==> src/rtl/lane_adder_pkg.sv <==
`default_nettype none
// ---------------------------------------------------------------------------
// lane_adder_pkg: lane op type and per-lane add/sub helper (SATURATE_EN)
// Rev 1.0
// ---------------------------------------------------------------------------
package lane_adder_pkg;

  // Lanes are computed at this fixed width and trimmed by the caller; DWIDTH <= 64.
  localparam int unsigned LANE_W_MAX = 64;
  localparam int unsigned LANE_IDX_W = 7;

  typedef enum logic {
    OP_ADD = 1'b0,
    OP_SUB = 1'b1
  } op_e;

  // Returns {flag, result}; width is the live lane width, upper bits of a/b are zero.
  function automatic logic [LANE_W_MAX:0] lane_op(
    input logic [LANE_W_MAX-1:0] a,
    input logic [LANE_W_MAX-1:0] b,
    input op_e                   op,
    input logic [LANE_IDX_W-1:0] width
  );
    logic [LANE_W_MAX:0] raw;
    logic [LANE_W_MAX:0] one;
    logic [LANE_W_MAX:0] mask;
    logic [LANE_W_MAX:0] res;
    logic                flag;
    one  = {{LANE_W_MAX{1'b0}}, 1'b1};
    raw  = (op == OP_SUB) ? ({1'b0, a} - {1'b0, b}) : ({1'b0, a} + {1'b0, b});
    mask = (one << width) - one;
    flag = raw[width];
`ifdef SATURATE_EN
    if (flag) begin
      res = (op == OP_SUB) ? '0 : mask;
    end else begin
      res = raw & mask;
    end
`else
    res = raw & mask;
`endif
    return {flag, res[LANE_W_MAX-1:0]};
  endfunction

endpackage
`default_nettype wire

==> src/rtl/pipelined_lane_adder_pipe_stage.sv <==
`default_nettype none
// ---------------------------------------------------------------------------
// pipe_stage: one valid/ready register slice carrying data and flag
// Rev 1.0
// ---------------------------------------------------------------------------
module pipe_stage #(
  parameter int DATA_W = 128,
  parameter int FLAG_W = 4
) (
  input  logic              clk,
  input  logic              rst,
  input  logic              in_valid,
  input  logic [DATA_W-1:0] in_data,
  input  logic [FLAG_W-1:0] in_flag,
  output logic              in_ready,
  output logic              out_valid,
  output logic [DATA_W-1:0] out_data,
  output logic [FLAG_W-1:0] out_flag,
  input  logic              out_ready
);

  logic              valid_q, valid_d;
  logic [DATA_W-1:0] data_q, data_d;
  logic [FLAG_W-1:0] flag_q, flag_d;

  assign in_ready = !valid_q || out_ready;

  // Payload only moves on a real transfer so a stalled slice stays frozen.
  always_comb begin
    valid_d = valid_q;
    data_d  = data_q;
    flag_d  = flag_q;
    if (in_ready) begin
      valid_d = in_valid;
      if (in_valid) begin
        data_d = in_data;
        flag_d = in_flag;
      end
    end
  end

  always_ff @(posedge clk) begin
    if (rst) begin
      valid_q <= 1'b0;
      data_q  <= '0;
      flag_q  <= '0;
    end else begin
      valid_q <= valid_d;
      data_q  <= data_d;
      flag_q  <= flag_d;
    end
  end

  assign out_valid = valid_q;
  assign out_data  = data_q;
  assign out_flag  = flag_q;

endmodule
`default_nettype wire

==> src/rtl/pipelined_lane_adder.sv <==
`default_nettype none
// ---------------------------------------------------------------------------
// pipelined_lane_adder: LANES-wide add/sub, PIPE_STAGES valid/ready slices (SATURATE_EN)
// Rev 1.0
// ---------------------------------------------------------------------------
module pipelined_lane_adder
  import lane_adder_pkg::*;
#(
  parameter int DWIDTH      = 32,
  parameter int LANES       = 4,
  parameter int PIPE_STAGES = 2,
  parameter int CNT_WIDTH   = 32
) (
  input  logic                    clk,
  input  logic                    rst,
  input  logic [LANES*DWIDTH-1:0] din0,
  input  logic [LANES*DWIDTH-1:0] din1,
  input  logic                    din_op,
  input  logic                    din_valid,
  output logic                    din_ready,
  output logic [LANES*DWIDTH-1:0] dout,
  output logic [LANES-1:0]        dout_flag,
  output logic                    dout_valid,
  input  logic                    dout_ready,
  output logic [CNT_WIDTH-1:0]    txn_cnt
);

  localparam int BUS_W = LANES * DWIDTH;

  logic [BUS_W-1:0]      lane_res;
  logic [LANES-1:0]      lane_flag;
  logic [LANE_W_MAX:0]   op_res;
  logic                  unused_op_bits;

  always_comb begin
    lane_res       = '0;
    lane_flag      = '0;
    op_res         = '0;
    unused_op_bits = 1'b0;
    for (int i = 0; i < LANES; i++) begin
      op_res = lane_op(LANE_W_MAX'(din0[i*DWIDTH +: DWIDTH]),
                       LANE_W_MAX'(din1[i*DWIDTH +: DWIDTH]),
                       op_e'(din_op),
                       LANE_IDX_W'(DWIDTH));
      lane_res[i*DWIDTH +: DWIDTH] = op_res[DWIDTH-1:0];
      lane_flag[i]                 = op_res[LANE_W_MAX];
      unused_op_bits               = unused_op_bits ^ (^op_res);
    end
  end

  // Index 0 is the arithmetic front end, index k+1 is the output of slice k.
  logic [PIPE_STAGES:0] stg_valid;
  logic [PIPE_STAGES:0] stg_ready;
  logic [BUS_W-1:0]     stg_data [PIPE_STAGES+1];
  logic [LANES-1:0]     stg_flag [PIPE_STAGES+1];

  assign stg_valid[0]           = din_valid;
  assign stg_data[0]            = lane_res;
  assign stg_flag[0]            = lane_flag;
  assign stg_ready[PIPE_STAGES] = dout_ready;
  assign din_ready              = stg_ready[0];

  for (genvar k = 0; k < PIPE_STAGES; k++) begin : g_stage
    pipe_stage #(
      .DATA_W (BUS_W),
      .FLAG_W (LANES)
    ) u_stage (
      .clk       (clk),
      .rst       (rst),
      .in_valid  (stg_valid[k]),
      .in_data   (stg_data[k]),
      .in_flag   (stg_flag[k]),
      .in_ready  (stg_ready[k]),
      .out_valid (stg_valid[k+1]),
      .out_data  (stg_data[k+1]),
      .out_flag  (stg_flag[k+1]),
      .out_ready (stg_ready[k+1])
    );
  end

  assign dout       = stg_data[PIPE_STAGES];
  assign dout_flag  = stg_flag[PIPE_STAGES];
  assign dout_valid = stg_valid[PIPE_STAGES];

  logic [CNT_WIDTH-1:0] txn_cnt_q, txn_cnt_d;

  always_comb begin
    txn_cnt_d = txn_cnt_q;
    if (dout_valid && dout_ready) begin
      txn_cnt_d = txn_cnt_q + CNT_WIDTH'(1);
    end
  end

  always_ff @(posedge clk) begin
    if (rst) begin
      txn_cnt_q <= '0;
    end else begin
      txn_cnt_q <= txn_cnt_d;
    end
  end

  assign txn_cnt = txn_cnt_q;

endmodule
`default_nettype wire

==> config.mk <==
export PLATFORM = sky130hd
export DESIGN_NAME = pipelined_lane_adder
export DESIGN_NICKNAME = d
export VERILOG_FILES = /design/src/rtl/lane_adder_pkg.sv /design/src/rtl/pipelined_lane_adder_pipe_stage.sv /design/src/rtl/pipelined_lane_adder.sv
export SDC_FILE = /design/constraint.sdc
export NUM_CORES = 1
export LEC_CHECK = 0
export BUFFER_PORTS_ARGS = -buffer_cell sky130_fd_sc_hd__clkbuf_2
export CELL_PAD_IN_SITES_DETAIL_PLACEMENT = 1
export CELL_PAD_IN_SITES_GLOBAL_PLACEMENT = 1
export CORE_ASPECT_RATIO = 0.9
export CORE_MARGIN = 5
export CORE_UTILIZATION = 39
export CTS_BUF_LIST = sky130_fd_sc_hd__clkbuf_8
export DETAILED_ROUTE_END_ITERATION = 8
export GPL_TIMING_DRIVEN = 0
export PLACE_DENSITY_LB_ADDON = 0.05
export SLEW_MARGIN = 15
export SYNTH_ARGS = -nofsm -noshare
export SYNTH_HDL_FRONTEND = slang
export SYNTH_HIERARCHICAL = 1
export SYNTH_SLANG_ARGS = --single-unit
==> constraint.sdc <==
create_clock -name clk -period 4.3 [get_ports clk]
set_clock_uncertainty 0.05 [all_clocks]
set_input_delay 0.215 -clock clk [delete_from_list [all_inputs] [get_ports clk]]
set_output_delay 0.215 -clock clk [all_outputs]
set_load 0.005 [all_outputs]
Word-level counts from Yosys, hierarchy flattened
Index checks and enable logic that the tools add are counted.
- register bits: 298
- bits of input ports: 261
- output and inout port bits: 166
- word-level logic and storage cells: 27
- add/sub/neg operators: 9
- multiplexer cells: 4
- reductions and logical operators: 7
- operators by type and width (kind ; count):
    $add A32 B32 Y33 ; 4
    $mux W33 ; 4
    $sub A32 B32 Y33 ; 4
    $add A32 B1 Y32 const B ; 1
    $reduce_and A2 Y1 ; 2
    $logic_not A1 Y1 ; 2
    $logic_or A1 B1 Y1 ; 2
    $logic_and A1 B1 Y1 ; 1

Logic depth before layout (Yosys ltp)
Gate-level depths: netlist (run 1).
- depth after elaboration: 4
- depth in mapped cells: 21
- gate-level depth less buffers: 21

By module
The synthesis (run 1) kept the hierarchy.
- by module, submodules not included (module ; instances ; cells an instance ; area each (µm²) ; seq. area each (µm²)):
    pipe_stage ; 2 ; 606 ; 6120.9 ; 2662.6
    pipelined_lane_adder ; 1 ; 1448 ; 10088.4 ; 640.6

Worst setup path after synthesis (run 1)
No wires, ideal clock.
- path kind: in2reg
- start: input din1[8]
- end: register g_stage[0].u_stage.data_q[30]
- setup time: 71 ps
- data arrival time: 4105 ps
- required time: 4179 ps
- setup slack: 74 ps
- stages: 17
- buffers on the path: 0
- path through: or4_1 > nor4b_1 > and2_1 > nor2_1 > xnor2_1 > ha_1 > a21o_1 > a21o_1 > a2111oi_0 > nor3_1 > a311oi_1 > nand3b_1 > nand2b_1 > o31ai_1 > xnor2_1 > nand3_1 > a21oi_2
- cells in the longest elaborated chain, start to end: 2
- elaborated cells between the ends (all ways): 3
- those cells by class: add/sub: 2; mux: 1
- ends and longest elaborated chain (item ; line ; text):
    start: declaration ; pipelined_lane_adder.sv:17 ; input logic [LANES*DWIDTH-1:0] din1,
    $add A32 B32 Y33 / $sub A32 B32 Y33 (equally long branches) ; lane_adder_pkg.sv:30 ; raw = (op == OP_SUB) ? ({1'b0, a} - {1'b0, b}) : ({1'b0, a} + {1'b0, b});
    $mux W33 (*) ; lane_adder_pkg.sv:30 ;
    net lane_res[30] ; pipelined_lane_adder.sv:30 ; logic [BUS_W-1:0] lane_res;
    end signal: assignment ; pipelined_lane_adder_pipe_stage.sv:49 ; data_q <= data_d;
    end: declaration ; pipelined_lane_adder_pipe_stage.sv:23 ; logic [DATA_W-1:0] data_q, data_d;
Mark *: on every way through the listed nets, which the timed path passes. The rest lies on a longest branch.
A chain may end at the register's enable or synchronous reset.

Final worst setup path (run 1)
- start: input din1[100]
- end: register g_stage[0].u_stage.flag_q[3]
- cells in the longest elaborated chain, start to end: 2
- elaborated cells between the ends (all ways): 3
- those cells by class: add/sub: 2; mux: 1
- ends and longest elaborated chain (item ; line ; text):
    $add A32 B32 Y33 / $sub A32 B32 Y33 (equally long branches) ; lane_adder_pkg.sv:30 ;
    $mux W33 (*) ; lane_adder_pkg.sv:30 ;
    net lane_flag[3] ; pipelined_lane_adder.sv:31 ; logic [LANES-1:0] lane_flag;
    end signal: assignment ; pipelined_lane_adder_pipe_stage.sv:50 ; flag_q <= flag_d;
    end: declaration ; pipelined_lane_adder_pipe_stage.sv:24 ; logic [FLAG_W-1:0] flag_q, flag_d;
Marked as above.

==> impl_results.md, run 1 <==
- Via count: 21400
- Most frequent CP cell: a21oi_1
- Gpl congestion: 0.885
- DIE AREA: 0.0621 mm2
- Routed WL: 80.1 mm
- Crit-path slowest cell: a2111o_1
- Post-synth ARST share: 0
- Vias in the first global route: 22200
- I/O pins: 427
- Synth warn: 6
- Cell Area, Placed: 0.0254 mm2
- Largest stage delay on the critical path: 0.43 ns
- CP required: 4.80 ns
- Synth Instances: 2660
- Final Non-Filler Cells: 3954
- Most used DFF post-synth: dfxtp_1
- DRT iter0 DRCs: 1102
- Drt drc: 0
- Critical path cell sequence: clkbuf_2 -> nor3_1 -> nand2_1 -> nor4b_2 -> a21oi_1 -> xnor2_1 -> ha_1 -> a21oi_1 -> o21ai_0 -> a2111oi_2 -> nor3b_1 -> a41o_1 -> a2111o_1 -> o211ai_1 -> o21ai_0 -> xnor2_1 -> nand3_1 -> a21oi_1
- Hold WS: 0.0568 ns
- Crit Path Category: primary input to register
- Ranking of synthesized cells by area: dfxtp_1 (27%), a21bo_1 (9.5%), a21oi_2 (7.8%), xnor2_1 (7.7%), ha_1 (7.5%)
- Clock Sinks: 298
- PD cells: 332 mW/mm2
- Area occupied by registers: 0.00597 mm2
- Area leader, netlist: dfxtp_1
- Status: complete, no violations
- Layout net count: 3544
- Worst Tran Pin Value: 0.805 ns
- First-pass GRT wire length: 125 mm
- Final Max Tran Viols: 0
- Critical path endpoint category: register
- Seq/Total Area, Yosys: 0.267
- Most frequent cell after synthesis: dfxtp_1
- Worst min-delay path category: primary input to register
- Final worst setup slack: 0.240 ns
- Reg2reg path depth: 10
- Max Cap Violations: 0
- Startpoint Class: primary input
- Commonest cells in the netlist: dfxtp_1 (298), nand3_1 (291), a21oi_1 (246), a21bo_1 (212), a21oi_2 (200)
- Crit path launch: din1[100]
- All-Layer GR Usage: 0.244
- Fillers: 7070
- Period utilization: 0.944
- Clock transition at path regs: 0.07 ns
- CTS tree: yes
- Fin crit period: 4.06 ns
- Max-Slew Margin vs Limit: 0.464
- Starting density of the core: 0.392
- Core region area: 0.0569 mm2
- Worst EP arrival: 4.56 ns
- Post-synth net total: 3058
- I/O Buffers: 425
- TritonRoute pass-1 iters: 5
- Largest net degree at the start of global routing: 15
- Synthesized cell area: 0.0223 mm2
- Syn Area/Cell: 8.39 um2
- Clock latency on the worst-skew pair: 0.62 ns
- Final instance area: 0.0268 mm2
- Die H: 237 um
- Layout area overhead: 20.1%
- Top achievable clock speed: 246 MHz
- Endpoints failing setup: 0
- Row count: 83
- LEAKAGE: 11.1 nW
- DR WL/cell: 20.2 um
- Initial antenna violation count: 3
- Max Fanout on Critical Path: 5
- Final antenna-violating net count: 0
- H-tree depth: 2
- Util after Layout: 0.471
- Post-DP HPWL: 63.2 mm
- #FFs+latches synth: 298
- Root Buffer: clkbuf_8
- CTS Buf Count: 53
- Post-synth top area share: 0.267
- Number of flops mapped to enable cells by yosys: 0
- Worst setup slack after placement: -1.45 ns
- Worst r2r src: g_stage[1].u_stage/out_valid
- Max Root-Sink Buffers: 3
- Count of cell types in the netlist: 69
- Layout cells sized above 1: 0.279
- Final Hold Vio Count: 0
- Remaining Overflow, GRT: 0
- Multi-input logic area: 0.0153 mm2
- Placed insts: 3850
- Worst Hold Depth: 5
- Vias per Instance: 5.42
- Worst VDD drop: 0.212 mV
- Worst hold start: din0[41]
- Die width: 262 um
==> path summary, 6_finish.rpt <==
check,to,slack (ns)
worst max register to register,txn_cnt[28],1.48
worst max-delay path,g_stage[0].u_stage/out_flag[3],0.24
worst min-delay path,g_stage[0].u_stage/out_data[41],0.06
worst min register to register,g_stage[1].u_stage/out_flag[3],0.42
==> timing repair <==
| action | in CTS | in global routing |
|---|---|---|
| setup endpoints to repair | 45 | 17 |
| pin swaps | 0 | 2 |
| hold buffers | 5 | 0 |
| resized for setup | 15 | 32 |
| endpoints found under the hold margin | 5 | 0 |
| buffers inserted | 0 | 2 |
==> report_power, final <==
part	internal, mW	switching (mW)	total, mW
clock network	1.62	1.26	2.89
logic	1.26	1.66	2.91
registers	2.98	0.133	3.11
total	5.86	3.05	8.92
==> final cells by class <==
cell class                      count  share of cell area
Inverter                           65             0.00910
Timing Repair Buffer              432              0.0817
Antenna cell                        1           0.0000933
Sequential cell                   298               0.222
Clock buffer                       69              0.0354
Clock inverter                     28             0.00789
Tap cell                          765              0.0357
Buffer                            180              0.0368
Multi-Input combinational cell   2116               0.571
==> cell families (layout without fill, tap and decap cells) <==
logic type	after synthesis	count (layout)	synth area share
other cells	0	1	0
xor+xnor	257	257	0.101
buf+inv	246	774	0.0540
simple gates	750	750	0.165
fa+ha+maj	137	137	0.0781
flops	298	298	0.267
mux	5	5	0.00224
compound gates	967	967	0.333
==> sequential cells by signal, summed over array words and instances (netlist names) <==
signal                     count
txn_cnt                       32
g_stage.u_stage/out_data     256
g_stage.u_stage/out_valid      2
g_stage.u_stage/out_flag       8
==> worst max-delay path, delay by kind of cell <==
family	cells	cell delay, ns
buf+inv	1	0.11
xor+xnor	2	0.46
fa+ha+maj	1	0.35
simple gates	5	1.29
compound gates	9	2.15
==> metrics by stage <==
step           power [mW]  TNS, ns
2_1_floorplan        5.18        0
3_3_place_gp         5.96  -112.19
3_5_place_dp         6.03   -59.35
4_1_cts              8.98        0
5_1_grt              9.43   -0.185
6_report             8.92        0
==> layout by cell type (no fill, tap or decap), types with 19 or more instances in the layout <==
cell type    n
a21bo_2     52
dfxtp_1    298
a21o_1      63
nor3_1      46
a21bo_1    212
ha_1       133
xor2_1      61
nor4_1      21
and2_1      19
a31oi_1     29
a21oi_2    201
xnor2_1    194
clkbuf_8    70
nand3_1    291
inv_1       76
nor2_1     172
clkbuf_2   429
buf_6       28
and3_1      21
a21oi_1    245
nand2_1     87
buf_2       53
o21ai_0     62
clkbuf_1    76
==> per-layer routing <==
metal | track usage | routed length (um) | share of wire
met1 | 0.343 | 38400 | 0.48
met2 | 0.388 | 35900 | 0.45
met3 | 0.0343 | 3290 | 0.041
met4 | 0.0743 | 2470 | 0.031
met5 | 0 | 0 | 0
(Power assumes the default switching activity.)
==> run 2: changes to the inputs <==
--- a/config.mk
+++ b/config.mk
@@ -15,6 +15,7 @@
 export DETAILED_ROUTE_END_ITERATION = 8
 export GPL_TIMING_DRIVEN = 0
 export PLACE_DENSITY_LB_ADDON = 0.05
+export SETUP_SLACK_MARGIN = 0.3
 export SLEW_MARGIN = 15
 export SYNTH_ARGS = -nofsm -noshare
 export SYNTH_HDL_FRONTEND = slang
==> impl_results.md, run 2 (synthesis gave the netlist of run 1 again) <==
- CTS Buf Count: 53
- Area occupied by registers: 0.00597 mm2
- Endpoints failing setup: 0
- Vias per Instance: 5.42
- Fillers: 6980
- Layout cells sized above 1: 0.286
- Fin crit period: 3.88 ns
- Crit-path slowest cell: or4_4
- LEAKAGE: 11.2 nW
- Vias in the first global route: 22600
- CP required: 4.81 ns
- Max Root-Sink Buffers: 3
- Critical path cell sequence: clkbuf_2 -> or4_4 -> nor4_4 -> nor2b_4 -> nand2_2 -> nor2_4 -> nand2_2 -> nor2_4 -> nor2_1 -> xnor2_1 -> ha_2 -> a21o_1 -> a21o_1 -> a21o_1 -> a21o_1 -> a21oi_1 -> o21bai_1 -> a21oi_2 -> o31ai_2 -> xnor2_2 -> nand3_1 -> a21oi_1
- Clock transition at path regs: 0.07 ns
- Via count: 21400
- Worst EP arrival: 4.40 ns
- Die width: 262 um
- Setup TNS: 0 ns
- Final worst setup slack: 0.416 ns
- Final Hold Vio Count: 0
- Final antenna-violating net count: 0
- Initial antenna violation count: 1
- Period utilization: 0.903
- Max-Slew Margin vs Limit: 0.451
- Commonest non-fill, non-tap cell in the layout: clkbuf_2
- Max FFs per register: 256
- DIE AREA: 0.0621 mm2
- Worst setup slack after placement: -1.41 ns
- Final Max Tran Viols: 0
- Crit Path Category: primary input to register
- I/O pins: 427
- Drt drc: 0
- Routed WL: 80.4 mm
- Layout net count: 3551
- Core region area: 0.0569 mm2
- Clock latency on the worst-skew pair: 0.63 ns
- I/O Buffers: 425
- Max Fanout on Critical Path: 5
- Max Cap Violations: 0
- First-pass GRT wire length: 126 mm
- Worst min-delay path category: primary input to register
- All-Layer GR Usage: 0.244
- Starting density of the core: 0.392
- DR WL/cell: 20.3 um
- PD cells: 334 mW/mm2
- Worst Tran Pin Value: 0.823 ns
- Root Buffer: clkbuf_8
- Clock Sinks: 298
- Die H: 237 um
- Post-DP HPWL: 63.2 mm
- Total power: 9.02 mW
- Worst VDD drop: 0.199 mV
- Remaining Overflow, GRT: 0
- Most frequent CP cell: a21o_1
- Row count: 83
- Layout area overhead: 21.1%
- CTS tree: yes
- Unrepaired setup endpoints after global routing: true
- Largest net degree at the start of global routing: 15
- Top achievable clock speed: 257 MHz
- DRT iter0 DRCs: 1052
- TritonRoute pass-1 iters: 5
- Gpl congestion: 0.875
- Critical path endpoint category: register
- Status: complete, no violations
- Largest stage delay on the critical path: 0.57 ns
- Startpoint Class: primary input
- H-tree depth: 2
- Multi-input logic area: 0.0155 mm2
- Most frequent cells in the layout: clkbuf_2 (431), dfxtp_1 (298), nand3_1 (291)
## run 2: final timing paths
check                                    from                                to  slack (ns)  depth (start not counted)
min reg2reg  g_stage[0].u_stage/out_data[124]  g_stage[1].u_stage/out_data[124]        0.42                          2
max reg2reg      g_stage[1].u_stage/out_valid                       txn_cnt[26]        1.40                          8
max                                  din1[39]    g_stage[0].u_stage/out_flag[1]        0.42                         22
min                                   din0[0]    g_stage[0].u_stage/out_data[0]        0.07                          6
## run 2: per-stage QoR
stage	instances	util	hold slack [ns]	area (um2)
after floorplan	2660	-	0.234	22400
after global placement	3850	0.447	0.404	25400
after detailed placement	3850	0.447	0.414	25400
after CTS	3946	0.470	0.00301	26800
after global routing	3954	0.475	0.0519	27000
final	3954	0.475	0.0652	27000
## run 2: routing by layer
metal,wire [um],share of wire,global-route usage
met4,2270,0.028,0.0664
met5,0,0,0
met3,3310,0.041,0.0391
met1,38100,0.47,0.333
met2,36700,0.46,0.402
## run 2: layout make-up
| type | count | area share |
|---|---|---|
| Clock buffer | 67 | 0.0341 |
| Sequential cell | 298 | 0.221 |
| Antenna cell | 1 | 0.0000925 |
| Clock inverter | 23 | 0.00879 |
| Timing Repair Buffer | 438 | 0.0828 |
| Multi-Input combinational cell | 2116 | 0.572 |
| Inverter | 65 | 0.00902 |
| Tap cell | 765 | 0.0354 |
| Buffer | 181 | 0.0372 |
## run 2: where the power goes
group	internal, mW	switching (mW)	total (mW)
sequential	2.98	0.132	3.11
clock	1.70	1.25	2.95
combinational	1.28	1.69	2.97
total	5.96	3.07	9.02
## run 2: critical path, delay by kind of cell
family	cells	cell delay [ns]
xor gates and xnor gates	2	0.53
adders and majority gates	1	0.30
AOI/OAI and AO/OA	9	1.42
buffers and inverters	1	0.11
and+or+nand+nor	9	1.81
## run 2: timing repair
item,4_1_cts,5_1_grt
setup buffers,0,7
resized for setup,25,66
hold buffers,6,0
hold endpoints to repair,6,0
cloned,0,0
pin swaps,1,15
endpoints found under the setup margin,60,27
==> run 3: changes to the inputs <==
--- a/config.mk
+++ b/config.mk
@@ -8,9 +8,8 @@
 export BUFFER_PORTS_ARGS = -buffer_cell sky130_fd_sc_hd__clkbuf_2
 export CELL_PAD_IN_SITES_DETAIL_PLACEMENT = 1
 export CELL_PAD_IN_SITES_GLOBAL_PLACEMENT = 1
-export CORE_ASPECT_RATIO = 0.9
 export CORE_MARGIN = 5
-export CORE_UTILIZATION = 39
+export CORE_UTILIZATION = 43
 export CTS_BUF_LIST = sky130_fd_sc_hd__clkbuf_8
 export DETAILED_ROUTE_END_ITERATION = 8
 export GPL_TIMING_DRIVEN = 0
==> constraint.sdc (replaced) <==
create_clock -name clk -period 4.4 [get_ports clk]
set_clock_uncertainty 0.05 [all_clocks]
set_input_delay 0.22 -clock clk [delete_from_list [all_inputs] [get_ports clk]]
set_output_delay 0.22 -clock clk [all_outputs]
set_load 0.005 [all_outputs]
==> impl_results.md, run 3 (synthesis gave the netlist of run 1 again) <==
- All-Layer GR Usage: 0.274
- Unrepaired setup endpoints after global routing: false
- Remaining Overflow, GRT: 0
- Clock transition at path regs: 0.06 ns
- Final antenna-violating net count: 0
- H-tree depth: 2
- Hold WS: 0.0649 ns
- Via count: 21700
- Post-DP HPWL: 63.5 mm
- Int Pwr: 5.79 mW
- I/O pins: 427
- Part of the power in registers: 0.348
- Starting density of the core: 0.434
- Drt drc: 0
- Final Hold Vio Count: 0
- Most frequent CP cell: a21o_1
- TritonRoute pass-1 iters: 6
- Initial antenna violation count: 5
- Fin crit period: 3.98 ns
- Worst EP arrival: 4.49 ns
- Vias in the first global route: 23000
- Root Buffer: clkbuf_8
- Clock latency on the worst-skew pair: 0.63 ns
- Die H: 238 um
- Core region area: 0.0514 mm2
- Combinational share of power: 0.328
- Die width: 238 um
- Net switching share of the total power: 0.339
- Total power: 8.75 mW
- Max FFs per register: 256
- Most frequent cells in the layout: clkbuf_2 (430), dfxtp_1 (298), nand3_1 (291)
- Crit-path slowest cell: o41ai_1
- P_sw: 2.96 mW
- Worst path top cell family by delay: compound AO/OA/AOI/OAI gates
- Clock power share: 0.324
- Final Max Tran Viols: 0
- Largest net degree at the start of global routing: 14
- DR WL/cell: 20.9 um
- Status: complete, no violations
- Worst VDD drop: 0.166 mV
- Reg-to-reg slack, setup: 1.69 ns
- Commonest non-fill, non-tap cell in the layout: clkbuf_2
- Critical path cell sequence: clkbuf_2 -> nor3_2 -> nand2_1 -> nor4_2 -> and3b_2 -> a31oi_1 -> xnor2_1 -> ha_1 -> clkbuf_1 -> a21o_1 -> a21o_1 -> a21o_1 -> a211oi_1 -> o31ai_1 -> a21oi_2 -> o41ai_1 -> a21oi_1 -> xor2_1 -> nand3_1 -> a21oi_1
- Startpoint Class: primary input
- Largest stage delay on the critical path: 0.45 ns
- First-pass GRT wire length: 127 mm
- Fillers: 6410
- Period utilization: 0.905
- Buf/Inv on CP: 2
- Endpoints failing setup: 0
- Multi-input logic area: 0.0154 mm2
- Max Cap Violations: 0
- Layout area overhead: 20.3%
- CP required: 4.91 ns
- Max-Slew Margin vs Limit: 0.456
- Layout cells sized above 1: 0.283
- Clock Sinks: 298
- Routed WL: 80.9 mm
- Cell Area, Placed: 0.0253 mm2
- Placed insts: 3765
- Layout net count: 3548
- Vias per Instance: 5.60
- LEAKAGE: 11.1 nW
- Worst setup slack after placement: -1.21 ns
- CTS Buf Count: 52
- Top achievable clock speed: 251 MHz
- Final worst setup slack: 0.418 ns
- DRT iter0 DRCs: 862
- Max Root-Sink Buffers: 3
- Critical path endpoint category: register
- Gpl congestion: 0.903
- Crit Path Category: primary input to register
- Worst Tran Pin Value: 0.816 ns
- Area occupied by registers: 0.00597 mm2
- DIE AREA: 0.0566 mm2
- PD cells: 326 mW/mm2
- Final instance area: 0.0269 mm2
- CTS tree: yes
- Worst min-delay path category: primary input to register
- Max Fanout on Critical Path: 7
- Row count: 83
- Final Non-Filler Cells: 3872
- I/O Buffers: 425
==> run 3: path summary, 6_finish.rpt <==
path | cells after the start | from | endpoint
worst max-delay path | 20 | din1[70] | g_stage[0].u_stage/out_flag[2]
worst min register to register | 2 | g_stage[0].u_stage/out_flag[3] | g_stage[1].u_stage/out_flag[3]
worst min-delay path | 5 | din0[95] | g_stage[0].u_stage/out_data[95]
worst max register to register | 8 | g_stage[1].u_stage/out_valid | txn_cnt[24]
==> run 3: metrics by stage <==
stage                     utilization  TNS (ns)
after CTS                       0.518         0
final                           0.522         0
after global routing            0.522         0
after detailed placement        0.492    -36.20
after floorplan                     -         0
after global placement          0.492    -72.65
==> run 3: worst reg2reg max path, stage by stage, from the launching register on <==
cell	delay [ns]
dfxtp_1	0.42
and2_1	0.21
clkbuf_1	0.25
and3_1	0.21
nand4_1	0.23
nor2_1	0.34
nand3_1	0.33
or3_1	0.43
a21oi_1	0.16
==> run 3: layer usage <==
layer / share of wire / GRT usage
met5: 0 / 0
met1: 0.44 / 0.356
met4: 0.042 / 0.104
met2: 0.47 / 0.458
met3: 0.051 / 0.0447
==> run 3: cell type report <==
cell class	instances	area share
antenna	5	0.000466
buffer	181	0.0371
clock buffer	69	0.0354
clock inverter	22	0.00769
inverter	65	0.00908
multi-input combinational	2116	0.574
sequential	298	0.222
tap	680	0.0317
timing repair buffer	436	0.0828
==> run 3: power groups by stage <==
stage	clock network, mW	registers (mW)	logic [mW]
floorplan	0	3.04	2.02
global placement	0	3.08	2.72
detailed placement	0	3.09	2.79
CTS	2.89	3.04	2.83
global route	3.01	3.06	3.17
finish	2.83	3.04	2.87
==> run 3: timing repair <==
action / 4_1_cts / 5_1_grt
hold endpoints to repair: 8 / 0
pin swaps: 0 / 9
setup endpoints to repair: 46 / 23
gates cloned: 0 / 0
hold buffers: 6 / 0
setup buffers: 0 / 5
gates resized for setup: 26 / 47
